## src/rtl/i2c_target.sv

```systemverilog
// i2c_target: single-address I2C target bridging the bus onto a byte-wide register port.
// Optional macro I2C_TGT_GLITCH_FILTER_EN adds a 3-sample filter on the synchronized SCL/SDA.
module i2c_target #(
   parameter logic [6:0] ADDR = 7'h50
) (
   input  logic       clk,
   input  logic       reset,
   input  logic       scl_in,
   input  logic       sda_in,
   output logic       sda_oe,
   output logic [7:0] reg_addr,
   output logic [7:0] reg_wdata,
   output logic       reg_wr,
   output logic       reg_rd,
   input  logic [7:0] reg_rdata,
   output logic       busy
);
   typedef enum logic [3:0] {
      S_IDLE, S_ADDR, S_ACK_A, S_WR_PTR, S_ACK_W, S_WR_DATA, S_RD_DATA, S_RD_MACK, S_IGNORE
   } state_t;

   state_t      state_q, state_d;
   logic [1:0]  scl_sync_q, sda_sync_q;
   logic        scl_s, sda_s, scl_p_q, sda_p_q;
   logic [7:0]  sh_q, sh_d, ptr_q, ptr_d, wdata_q, wdata_d;
   logic [3:0]  cnt_q, cnt_d;
   logic        oe_q, oe_d, wr_q, wr_d, rd_q, rd_d, rdcap_q, rnw_q, rnw_d, busy_q, busy_d;
   logic        scl_rise, scl_fall, start, stop, byte_done;
   logic [7:0]  rx_byte;

   // Idle bus level is high, so the synchronizers reset to 1 to avoid a false edge.
   always_ff @(posedge clk or negedge reset) begin
      if (!reset) begin
         scl_sync_q <= '1;
         sda_sync_q <= '1;
      end else begin
         scl_sync_q <= {scl_sync_q[0], scl_in};
         sda_sync_q <= {sda_sync_q[0], sda_in};
      end
   end

`ifdef I2C_TGT_GLITCH_FILTER_EN
   logic [1:0] scl_h_q, sda_h_q;
   logic       scl_f_q, sda_f_q;

   // Output follows only when the current and two previous samples agree.
   assign scl_s = (scl_sync_q[1] == scl_h_q[0] && scl_h_q[0] == scl_h_q[1]) ? scl_sync_q[1] : scl_f_q;
   assign sda_s = (sda_sync_q[1] == sda_h_q[0] && sda_h_q[0] == sda_h_q[1]) ? sda_sync_q[1] : sda_f_q;

   always_ff @(posedge clk or negedge reset) begin
      if (!reset) begin
         scl_h_q <= '1;
         sda_h_q <= '1;
         scl_f_q <= 1'b1;
         sda_f_q <= 1'b1;
      end else begin
         scl_h_q <= {scl_h_q[0], scl_sync_q[1]};
         sda_h_q <= {sda_h_q[0], sda_sync_q[1]};
         scl_f_q <= scl_s;
         sda_f_q <= sda_s;
      end
   end
`else
   assign scl_s = scl_sync_q[1];
   assign sda_s = sda_sync_q[1];
`endif

   // START/STOP require SCL high in both cycles, so a simultaneous SCL edge wins.
   assign scl_rise  = scl_s & ~scl_p_q;
   assign scl_fall  = ~scl_s & scl_p_q;
   assign start     = scl_s & scl_p_q & sda_p_q & ~sda_s;
   assign stop      = scl_s & scl_p_q & ~sda_p_q & sda_s;
   assign byte_done = (cnt_q == 4'd7);
   assign rx_byte   = {sh_q[6:0], sda_s};

   always_ff @(posedge clk or negedge reset) begin
      if (!reset) state_q <= S_IDLE;
      else        state_q <= state_d;
   end

   always_comb begin
      state_d = state_q;
      if (start) state_d = S_ADDR;
      else if (stop) state_d = S_IDLE;
      else begin
         case (state_q)
            S_ADDR:    if (scl_rise && byte_done) state_d = (rx_byte[7:1] == ADDR) ? S_ACK_A : S_IGNORE;
            S_WR_PTR,
            S_WR_DATA: if (scl_rise && byte_done) state_d = S_ACK_W;
            S_ACK_A:   if (scl_fall && oe_q) state_d = rnw_q ? S_RD_DATA : S_WR_PTR;
            S_ACK_W:   if (scl_fall && oe_q) state_d = S_WR_DATA;
            S_RD_DATA: if (scl_fall && cnt_q == 4'd8) state_d = S_RD_MACK;
            S_RD_MACK: if (scl_rise) state_d = sda_s ? S_IGNORE : S_RD_DATA;
            default:   ;
         endcase
      end
   end

   always_comb begin
      oe_d    = oe_q;
      wr_d    = 1'b0;
      rd_d    = 1'b0;
      sh_d    = sh_q;
      cnt_d   = cnt_q;
      ptr_d   = ptr_q;
      wdata_d = wdata_q;
      rnw_d   = rnw_q;
      busy_d  = busy_q;
      if (wr_q || rdcap_q) ptr_d = ptr_q + 8'd1;
      if (rdcap_q) sh_d = reg_rdata;
      if (start) begin
         oe_d   = 1'b0;
         cnt_d  = '0;
         busy_d = 1'b1;
      end else if (stop) begin
         oe_d   = 1'b0;
         busy_d = 1'b0;
      end else begin
         case (state_q)
            S_ADDR, S_WR_PTR, S_WR_DATA: if (scl_rise) begin
               sh_d  = rx_byte;
               cnt_d = cnt_q + 4'd1;
               if (byte_done) begin
                  cnt_d = '0;
                  if (state_q == S_ADDR)   rnw_d = sda_s;
                  if (state_q == S_WR_PTR) ptr_d = rx_byte;
                  if (state_q == S_WR_DATA) begin
                     wr_d    = 1'b1;
                     wdata_d = rx_byte;
                  end
               end
            end
            S_ACK_A, S_ACK_W: begin
               if (scl_rise && oe_q && rnw_q && state_q == S_ACK_A) rd_d = 1'b1;
               if (scl_fall) begin
                  if (!oe_q) oe_d = 1'b1;
                  // Closing edge of a read ACK is also the first data-bit edge.
                  else if (state_q == S_ACK_A && rnw_q) begin
                     oe_d  = ~sh_q[7];
                     sh_d  = {sh_q[6:0], 1'b0};
                     cnt_d = 4'd1;
                  end else oe_d = 1'b0;
               end
            end
            S_RD_DATA: if (scl_fall) begin
               if (cnt_q == 4'd8) begin
                  oe_d  = 1'b0;
                  cnt_d = '0;
               end else begin
                  oe_d  = ~sh_q[7];
                  sh_d  = {sh_q[6:0], 1'b0};
                  cnt_d = cnt_q + 4'd1;
               end
            end
            S_RD_MACK: if (scl_rise && !sda_s) rd_d = 1'b1;
            default:   ;
         endcase
      end
   end

   always_ff @(posedge clk or negedge reset) begin
      if (!reset) begin
         scl_p_q <= 1'b1;
         sda_p_q <= 1'b1;
         sh_q    <= '0;
         cnt_q   <= '0;
         ptr_q   <= '0;
         wdata_q <= '0;
         oe_q    <= 1'b0;
         wr_q    <= 1'b0;
         rd_q    <= 1'b0;
         rdcap_q <= 1'b0;
         rnw_q   <= 1'b0;
         busy_q  <= 1'b0;
      end else begin
         scl_p_q <= scl_s;
         sda_p_q <= sda_s;
         sh_q    <= sh_d;
         cnt_q   <= cnt_d;
         ptr_q   <= ptr_d;
         wdata_q <= wdata_d;
         oe_q    <= oe_d;
         wr_q    <= wr_d;
         rd_q    <= rd_d;
         rdcap_q <= rd_q;
         rnw_q   <= rnw_d;
         busy_q  <= busy_d;
      end
   end

   assign sda_oe    = oe_q & reset;
   assign reg_addr  = ptr_q;
   assign reg_wdata = wdata_q;
   assign reg_wr    = wr_q;
   assign reg_rd    = rd_q;
   assign busy      = busy_q;
endmodule

```

## config.mk

```make
export PLATFORM = sky130hd
export DESIGN_NAME = i2c_target
export DESIGN_NICKNAME = d
export VERILOG_FILES = /design/src/rtl/i2c_target.sv
export SDC_FILE = /design/constraint.sdc
export NUM_CORES = 1
export LEC_CHECK = 0
export CORE_MARGIN = 2
export CORE_UTILIZATION = 49
export CTS_CLUSTER_DIAMETER = 120
export CTS_CLUSTER_SIZE = 28
export DETAILED_ROUTE_END_ITERATION = 8
export HOLD_SLACK_MARGIN = 0.1
export PLACE_DENSITY = 0.83
export SYNTH_ARGS = -nofsm -noshare
export SYNTH_HDL_FRONTEND = slang
export SYNTH_SLANG_ARGS = --single-unit
```

## constraint.sdc

```tcl
create_clock -name clk -period 1.8 [get_ports clk]
set_input_delay 0.18 -clock clk [delete_from_list [all_inputs] [get_ports clk]]
set_output_delay 0.18 -clock clk [all_outputs]
set_load 0.02 [all_outputs]
```

### Yosys cells after proc, flatten, opt, wreduce, memory -nomap -nowiden

Cells that the tools add are included.

* reductions and logical operators: 22
* multiplexer cells: 60
* add/sub/neg operators: 2
* bitwise logic cells: 15
* eq/ne operators: 24

Operators by type and width (count)
* two-way mux 8 bit: 16
* two-way mux 4 bit: 19
* != test 4 bit (second input constant): 8
* one-hot mux 4 bit (6 select lines): 1
* one-hot mux 8 bit (3 select lines): 1
* equality test 4 x 3 -> 1 bit (second input constant): 5
* two-way mux 1 bit: 19
* != test 3 bit (second input constant): 5
* AND reduction 7 bit: 2
* one-hot mux 4 bit (3 select lines): 1
* AND reduction 6 bit: 2
* adder 8 x 1 -> 8 bit (second input constant): 1
* bitwise AND 1 bit: 8
* equality test 4 x 2 -> 1 bit (second input constant): 2
* logical AND 1 bit: 8
* nonzero test 4 bit: 2
* nonzero test 8 bit: 1
* equality test 7 bit (second input constant): 1
* NOT 1 bit: 7
* adder 4 x 1 -> 4 bit (second input constant): 1
* equality test 4 x 1 -> 1 bit (second input constant): 1
* equality test 4 bit (second input constant): 1
* one-hot mux 1 bit (2 select lines): 2
* OR reduction 2 bit: 2
* other kinds (7): 7

* flip-flop bits (word level): 44
* input bits: 12
* output and inout port bits: 20
* word-level logic and storage cells: 138

### Longest topological paths before layout

Gate-level depths: netlist (run 1).

* depth in word-level cells: 9
* mapped depth: 8
* depth with buffers taken out: 7

### Worst setup path after synthesis (run 1)

No wires, ideal clock.

* path kind: reg2reg
* start: reg sda_sync_q[1]
* end: reg sh_q[1]
* arrival time: 1794 ps
* path buffers: 1
* clock period less this slack: 1918 ps
* path slack: -118 ps
* cell stages (with the launch flop): 6
* data required time: 1675 ps
* library setup time: 125 ps
* path through: dfstp_2 clkbuf_1 xnor2_1 nor2_1 nor4_4 mux2_2

* cells in the longest elaborated chain, start to end: 3
* elaborated cells on any way between the ends: 5
* those cells by class: mux: 2; bitwise: 3

Ends and longest elaborated chain
* start: declaration: line 23 `logic [1:0] scl_sync_q, sda_sync_q;`
* start signal: assignment: line 38 `sda_sync_q <= {sda_sync_q[0], sda_in};`
* bitwise AND 1 bit / NOT 1 bit (equally long branches): line 72, 71
* two-way mux 8 bit / bitwise AND 1 bit (equally long branches): line 115, 71
* two-way mux 8 bit *: line 111 `if (start) begin`
* named net sh_d[1]: line 25 `logic [7:0] sh_q, sh_d, ptr_q, ptr_d, wdata_q, wdata_d;`
* end signal: assignment: line 165 `sh_q <= '0;`
* end signal: assignment: line 178 `sh_q <= sh_d;`
* end: declaration: line 25

The timed path passes the listed nets; every way through them passes the cells marked *.
A chain may end at the register's enable or synchronous reset.

### Final worst setup path (run 1)

* start: reg cnt_q[0]
* end: reg state_q[0]

* cells in the longest elaborated chain, start to end: 4
* elaborated cells on any way between the ends: 8
* those cells by class: eq/ne: 5; reduce/logical: 3

Ends and longest elaborated chain
* start: declaration: line 26 `logic [3:0] cnt_q, cnt_d;`
* start signal: assignment: line 179 `cnt_q <= cnt_d;`
* equality test 4 bit / equality test 4 x 3 -> 1 bit (equally long branches): line 92, 73
* logical AND 1 bit, on equally long branches: line 92, 87, 89
* != test 4 bit (no line)
* AND reduction 7 bit (no line) *
* end signal: assignment: line 78 `else state_q <= state_d;`
* end: declaration: line 22 `state_t state_q, state_d;`

Every way passes the cells marked *; elsewhere a longest branch is shown, timed or not.

==> impl_metrics.yaml, run 1 <==
worst_setup_path:
  path_buf_inv: 1
  critPathMaxStageDelay_ps: 410
  cp.arrival_ps: 2130
  path_cells: "inv_1 -> ha_4 -> nand3b_1 -> o311ai_4 -> o311ai_4 -> and2_1 -> o32a_1"
  crit_path_frequent_cell: "o311ai_4"
  end_kind: "flip-flop"
  crit_family: "compound AO/OA/AOI/OAI gates"
  cp.required_ps: 1980
  start_kind: "flip-flop"
  path_max_fanout: 5
  path_class: "flip-flop to flip-flop"
  slowest_stage: "dfrtp_1"
yosys:
  postSynthNetCount: 239
  synth_xor_area_frac: 0.0334
  yosys_warnings: 0
  synthMuxAreaShare: 0.132
  synth-seq-cells: 44
  ys_seq_area_frac: 0.470
  synth_top_family_by_area: "simple AND/OR/NAND/NOR gates"
  yosys.area_share.simple: 0.166
  synth_edf_count: 0
  synth_fa_ha_area_frac: 0.0159
  yosysTopAreaCell: "dfrtp_1"
  yosysTopAreaCellShare: 0.403
  ys.flop_type: "dfrtp_1"
  async_reset_ff_frac: 1.00
  ys_types: 54
  synth-compound-area-share: 0.148
  synth_area_leaders: "dfrtp_1 (40%), mux2_2 (11%), dfstp_2 (6.7%), a21oi_1 (3.8%), nor2_1 (3.7%)"
  avgSynthCellArea_um2: 10.5
  mappedNetlistArea_um2: 2360
  synthCells: 224
timing:
  hold_viol: 0
  timing.hold.ws_ps: 277
  rsz0062_at_grt: "yes"
  setup_viol: 19
  skew_ps: 10.5
  totalNegativeSetupSlack_ps: -1790
  min_period_ps: 1950
  relSlewSlack: 0.630
  setup_ws_ps: -151
  finalMaxSlewViolations: 0
  fmax_ghz: 0.513
  post-route-period-util: 1.08
  tightestPinTransition_ps: 555
route:
  wirelength_um: 6290
  vias: 2088
  first_pass_iters: 4
  post_drt_wl_per_cell_um: 17.4
  initialDrtViolationCount: 191
  antenna_left: 0
  remaining_drc_errors: 0
  vias_per_cell: 5.77
clock_network:
  cts_root_buffer: "clkbuf_8"
  clk_latency_ps: 310
  htreeDepth: 2
  cts_sinks: 44
  numCtsBuffers: 5
  cts.path.max_buffers: 2
  clk_pin_slew_ps: 90
  cts_tree: "built"
finish:
  fin_area_um2: 3450
  area_growth_pct: 46.2
  layout_common_cells: "buf_4 (50), dfrtp_1 (36), clkdlybuf4s50_1 (29)"
  final_common_cell: "buf_4"
  fillers: 342
  diodes: 0
  final_cells: 362
  drive_above_1_share: 0.403
  regArea_um2: 1110
  multiInputGateArea_um2: 1380
  nNetsFinal: 322
die:
  die_height_um: 73.4
  core_area_um2: 4690
  rows: 25
  die_w_um: 73.4
  ios: 32
  start_util: 0.502
  design.die.area_um2: 5380
pwr:
  ir_drop_uv: 533
  leakagePower_nw: 1.53
  power.density_nw_per_um2: 830
job:
  maxCapViolCount: 0
outcome:
  status: "finished with violations"
  violations: "negative setup slack"
placed_design:
  port_buffers: 31
  place.gp.congestion: 1.02
  postPlaceCellArea_um2: 3130
  place_inst: 348
  dpl.hpwl_um: 4390
global_routing:
  grt_overflow: 0
  grt_pass1_wl_um: 10100
  grt_max_degree: 45
  grt_use_total: 0.250
  antenna_found_initial: 0
  grt_pass1_vias: 2144
hold_path:
  worst_hold_path_type: "primary input to flip-flop"
==> cells by family (layout without fill, tap and decap cells) <==
logic type      after synthesis  after routing
compound gates               51             51
xor+xnor                      9              9
flops                        44             44
simple gates                 72             72
buf+inv                      17            101
mux                          28             28
fa+ha+maj                     3              3
==> metal layers <==
metal,GRT usage,wire length (um)
met3,0.0412,217
met5,0,0
met4,0.121,183
met2,0.432,3200
met1,0.303,2690
==> state kept, by name (all words and copies together) (netlist names), 2 cells and up <==
register and cells:
state_q 4, reg_addr 8, reg_wdata 8, cnt_q 4
sh_q 8, scl_sync_q 2, sda_sync_q 2
==> per-stage QoR <==
stage,setup slack (ps),power (mW),util
6_report,-151,2.86,0.734
5_1_grt,-215,2.99,0.734
4_1_cts,-127,2.81,0.718
3_5_place_dp,-234,1.98,0.667
3_3_place_gp,-146,1.93,0.667
2_1_floorplan,-59.7,1.60,-
==> worst paths after layout <==
check                      depth (start not counted)           from             to  slack (ps)
max                                                7       cnt_q[0]     state_q[0]        -150
min                                                1         scl_in  scl_sync_q[0]         280
max reg2reg                                        7       cnt_q[0]     state_q[0]        -150
min reg2reg                                        0  sda_sync_q[0]  sda_sync_q[1]         360
max in group asynchronous                          3          reset     state_q[1]         820
min in group asynchronous                          3          reset    reg_addr[2]         570
==> synth_stat cells, types with 2 or more instances <==
cell type	number
buf_4	2
a31oi_1	3
and3b_1	2
dfrtp_1	38
a21oi_1	18
buf_2	2
a21o_1	2
a221oi_1	2
and2_1	4
nand2_1	18
inv_1	6
xnor2_1	4
mux2i_1	4
o2111ai_1	2
ha_1	3
o21ai_0	9
nand3b_1	3
a211oi_1	2
nor4_1	2
o211ai_1	2
nor2_1	23
nand3_1	4
nand2b_1	3
xor2_1	5
clkbuf_1	4
dfstp_2	6
mux2_2	24
==> where the power goes <==
group | switching [mW] | internal, mW
Combinational | 0.358 | 0.477
Sequential | 0.154 | 1.11
Clock | 0.344 | 0.412
==> area by class of cell <==
| cell class | instances | share of cell area |
|---|---|---|
| Multi-Input combinational cell | 163 | 0.400 |
| Sequential cell | 44 | 0.322 |
| Timing Repair Buffer | 87 | 0.220 |
| Clock buffer | 6 | 0.0211 |
| Tap cell | 54 | 0.0196 |
| Clock inverter | 2 | 0.0102 |
| Inverter | 6 | 0.00654 |
==> repair_timing <==
item,in CTS,in global routing
buffers inserted,5,3
hold endpoints to repair,38,0
setup endpoints to repair,21,26
hold buffers,1,0
pin swaps,14,13
gates resized for setup,15,20
Power figures use the tool's default switching activity.
==> run 2, diff against run 1 <==
--- a/config.mk
+++ b/config.mk
@@ -6,12 +6,12 @@
 export NUM_CORES = 1
 export LEC_CHECK = 0
 export CORE_MARGIN = 2
-export CORE_UTILIZATION = 49
+export CORE_UTILIZATION = 30
 export CTS_CLUSTER_DIAMETER = 120
 export CTS_CLUSTER_SIZE = 28
 export DETAILED_ROUTE_END_ITERATION = 8
 export HOLD_SLACK_MARGIN = 0.1
-export PLACE_DENSITY = 0.83
+export PLACE_DENSITY = 0.59
 export SYNTH_ARGS = -nofsm -noshare
 export SYNTH_HDL_FRONTEND = slang
 export SYNTH_SLANG_ARGS = --single-unit
==> run 2 against run 1 <==
Compared with the run above: the run still ends with negative setup slack left; setup slack better by 32 ps; utilization decreased by 27 points; first-iteration DRC count down 50%; flip-flop and latch count did not move; power down 0.44%; routed wire length shrank 2.4%; clock power rose by 3.7%; maximum frequency up 1.7%; via count is 2.2% lower; final area up 3.7%; final cell count increased by 15%; critical path depth is the same; highest routed layer unchanged.
==> impl_metrics.yaml, run 2 (synthesis gave the netlist of run 1 again) <==
outcome:
  status: "finished with violations"
  violations: "negative setup slack"
worst_setup_path:
  cp.required_ps: 2000
  start_kind: "flip-flop"
  cp.arrival_ps: 2120
  path_class: "flip-flop to flip-flop"
  path_max_fanout: 5
  end_kind: "flip-flop"
die:
  core_area_um2: 7690
  die_height_um: 92.6
  design.die.area_um2: 8580
  die_w_um: 92.6
  rows: 32
  ios: 32
  start_util: 0.307
timing:
  relSlewSlack: 0.632
  totalNegativeSetupSlack_ps: -1450
  min_period_ps: 1920
  rsz0062_at_grt: "yes"
  skew_ps: 5.14
  setup_viol: 20
  finalMaxSlewViolations: 0
  fmax_ghz: 0.521
  timing.hold.ws_ps: 274
  tightestPinTransition_ps: 552
  setup_ws_ps: -119
  post-route-period-util: 1.07
  hold_viol: 0
clock_network:
  numCtsBuffers: 5
  cts_sinks: 44
  clk_latency_ps: 310
  cts_root_buffer: "clkbuf_8"
  cts_tree: "built"
  htreeDepth: 2
  clk_pin_slew_ps: 90
  cts.path.max_buffers: 2
route:
  wl_met3_um: 201
  vias_per_cell: 4.92
  wirelength_um: 6140
  top_layer: "met4"
  first_pass_iters: 4
  vias: 2043
  remaining_drc_errors: 0
  wl_met2_um: 2890
  m1WireLength_um: 2950
  antenna_left: 0
  initialDrtViolationCount: 96
  post_drt_wl_per_cell_um: 14.8
global_routing:
  grt_use_total: 0.145
  grt_overflow: 0
  antenna_found_initial: 0
  grt_max_degree: 45
  grt_pass1_wl_um: 9830
  grt_pass1_vias: 1951
finish:
  layout_common_cells: "buf_4 (51), dfrtp_1 (35), clkdlybuf4s50_1 (30)"
  diodes: 0
  fin_area_um2: 3570
  nNetsFinal: 327
  area_growth_pct: 51.5
  drive_above_1_share: 0.419
  final_common_cell: "buf_4"
placed_design:
  port_buffers: 31
  dp_slack_ps: -168
  postPlaceCellArea_um2: 3170
  dpl.hpwl_um: 4280
  place.gp.congestion: 0.905
hold_path:
  worst_hold_path_type: "primary input to flip-flop"
pwr:
  leakagePower_nw: 1.55
  power.density_nw_per_um2: 797
  ir_drop_uv: 477
job:
  maxCapViolCount: 0
## run 2: cell types whose count changed in the layout (fill, tap and decap cells not counted), sizes merged
cell / delta
inv: +1
buf: +4
clkinvlp: +1
clkinv: -1
dlymetal6s2s: -1
clkdlybuf4s50: +1
## run 2: metrics by stage
step	cells	total power [mW]	utilization
after CTS	405	2.78	0.437
after global routing	415	3.00	0.465
final	415	2.85	0.465
after global placement	393	1.94	0.412
after detailed placement	393	1.96	0.412
after floorplan	224	1.60	-
## run 2: critical path: stages, from the launching register on
cell      delay (ps)
dfrtp_1          420
inv_1             70
ha_2             150
nand3b_1         180
o311ai_4         340
o311ai_4         200
and2_1           180
o32a_1           280
## run 2: metal layers
layer / global-route usage / vias up
met5: 0 / -
met4: 0.0564 / 0
met3: 0.0236 / 7
met2: 0.220 / 41
met1: 0.207 / 1014
li1: - / 981
## run 2: where the power goes
part	switching [mW]	total [mW]	internal, mW
clock network	0.366	0.784	0.418
logic	0.335	0.798	0.464
registers	0.150	1.26	1.12
## run 2: area by class of cell
class | instances | area (um2)
well taps | 102 | 128
multi-input cells | 163 | 1370
clock buffers | 5 | 68.8
inverters | 6 | 22.5
fillers | 711 | 4120
clock inverters | 3 | 46.3
repair buffers | 92 | 822
flip-flops and latches | 44 | 1110
## run 2: path summary, 6_finish.rpt
check | from | to | slack [ps] | cells after the start
worst max-delay path | cnt_q[1] | state_q[0] | -120 | 7
worst min-delay path | sda_in | sda_sync_q[0] | 270 | 1
worst max register to register | cnt_q[1] | state_q[0] | -120 | 7
worst min register to register | scl_sync_q[0] | scl_sync_q[1] | 360 | 0
max in group asynchronous | reset | state_q[2] | 900 | 3
min in group asynchronous | reset | cnt_q[1] | 480 | 3
## run 2: what timing repair did
action                                  in CTS  in global routing
resized for setup                           11                 30
endpoints found under the hold margin       38                  0
setup buffers                                3                 10
gates cloned                                 0                  1
endpoints found under the setup margin      21                 24
pin swaps                                    5                 11
hold buffers                                 1                  0
==> run 3, diff against run 2 <==
--- a/config.mk
+++ b/config.mk
@@ -5,11 +5,13 @@
 export SDC_FILE = /design/constraint.sdc
 export NUM_CORES = 1
 export LEC_CHECK = 0
+export CAP_MARGIN = 20
 export CORE_MARGIN = 2
 export CORE_UTILIZATION = 30
 export CTS_CLUSTER_DIAMETER = 120
 export CTS_CLUSTER_SIZE = 28
 export DETAILED_ROUTE_END_ITERATION = 8
+export GPL_ROUTABILITY_DRIVEN = 0
 export HOLD_SLACK_MARGIN = 0.1
 export PLACE_DENSITY = 0.59
 export SYNTH_ARGS = -nofsm -noshare
==> results of run 3 <==
Final layout, timing and power as in run 2 (identical DEF).
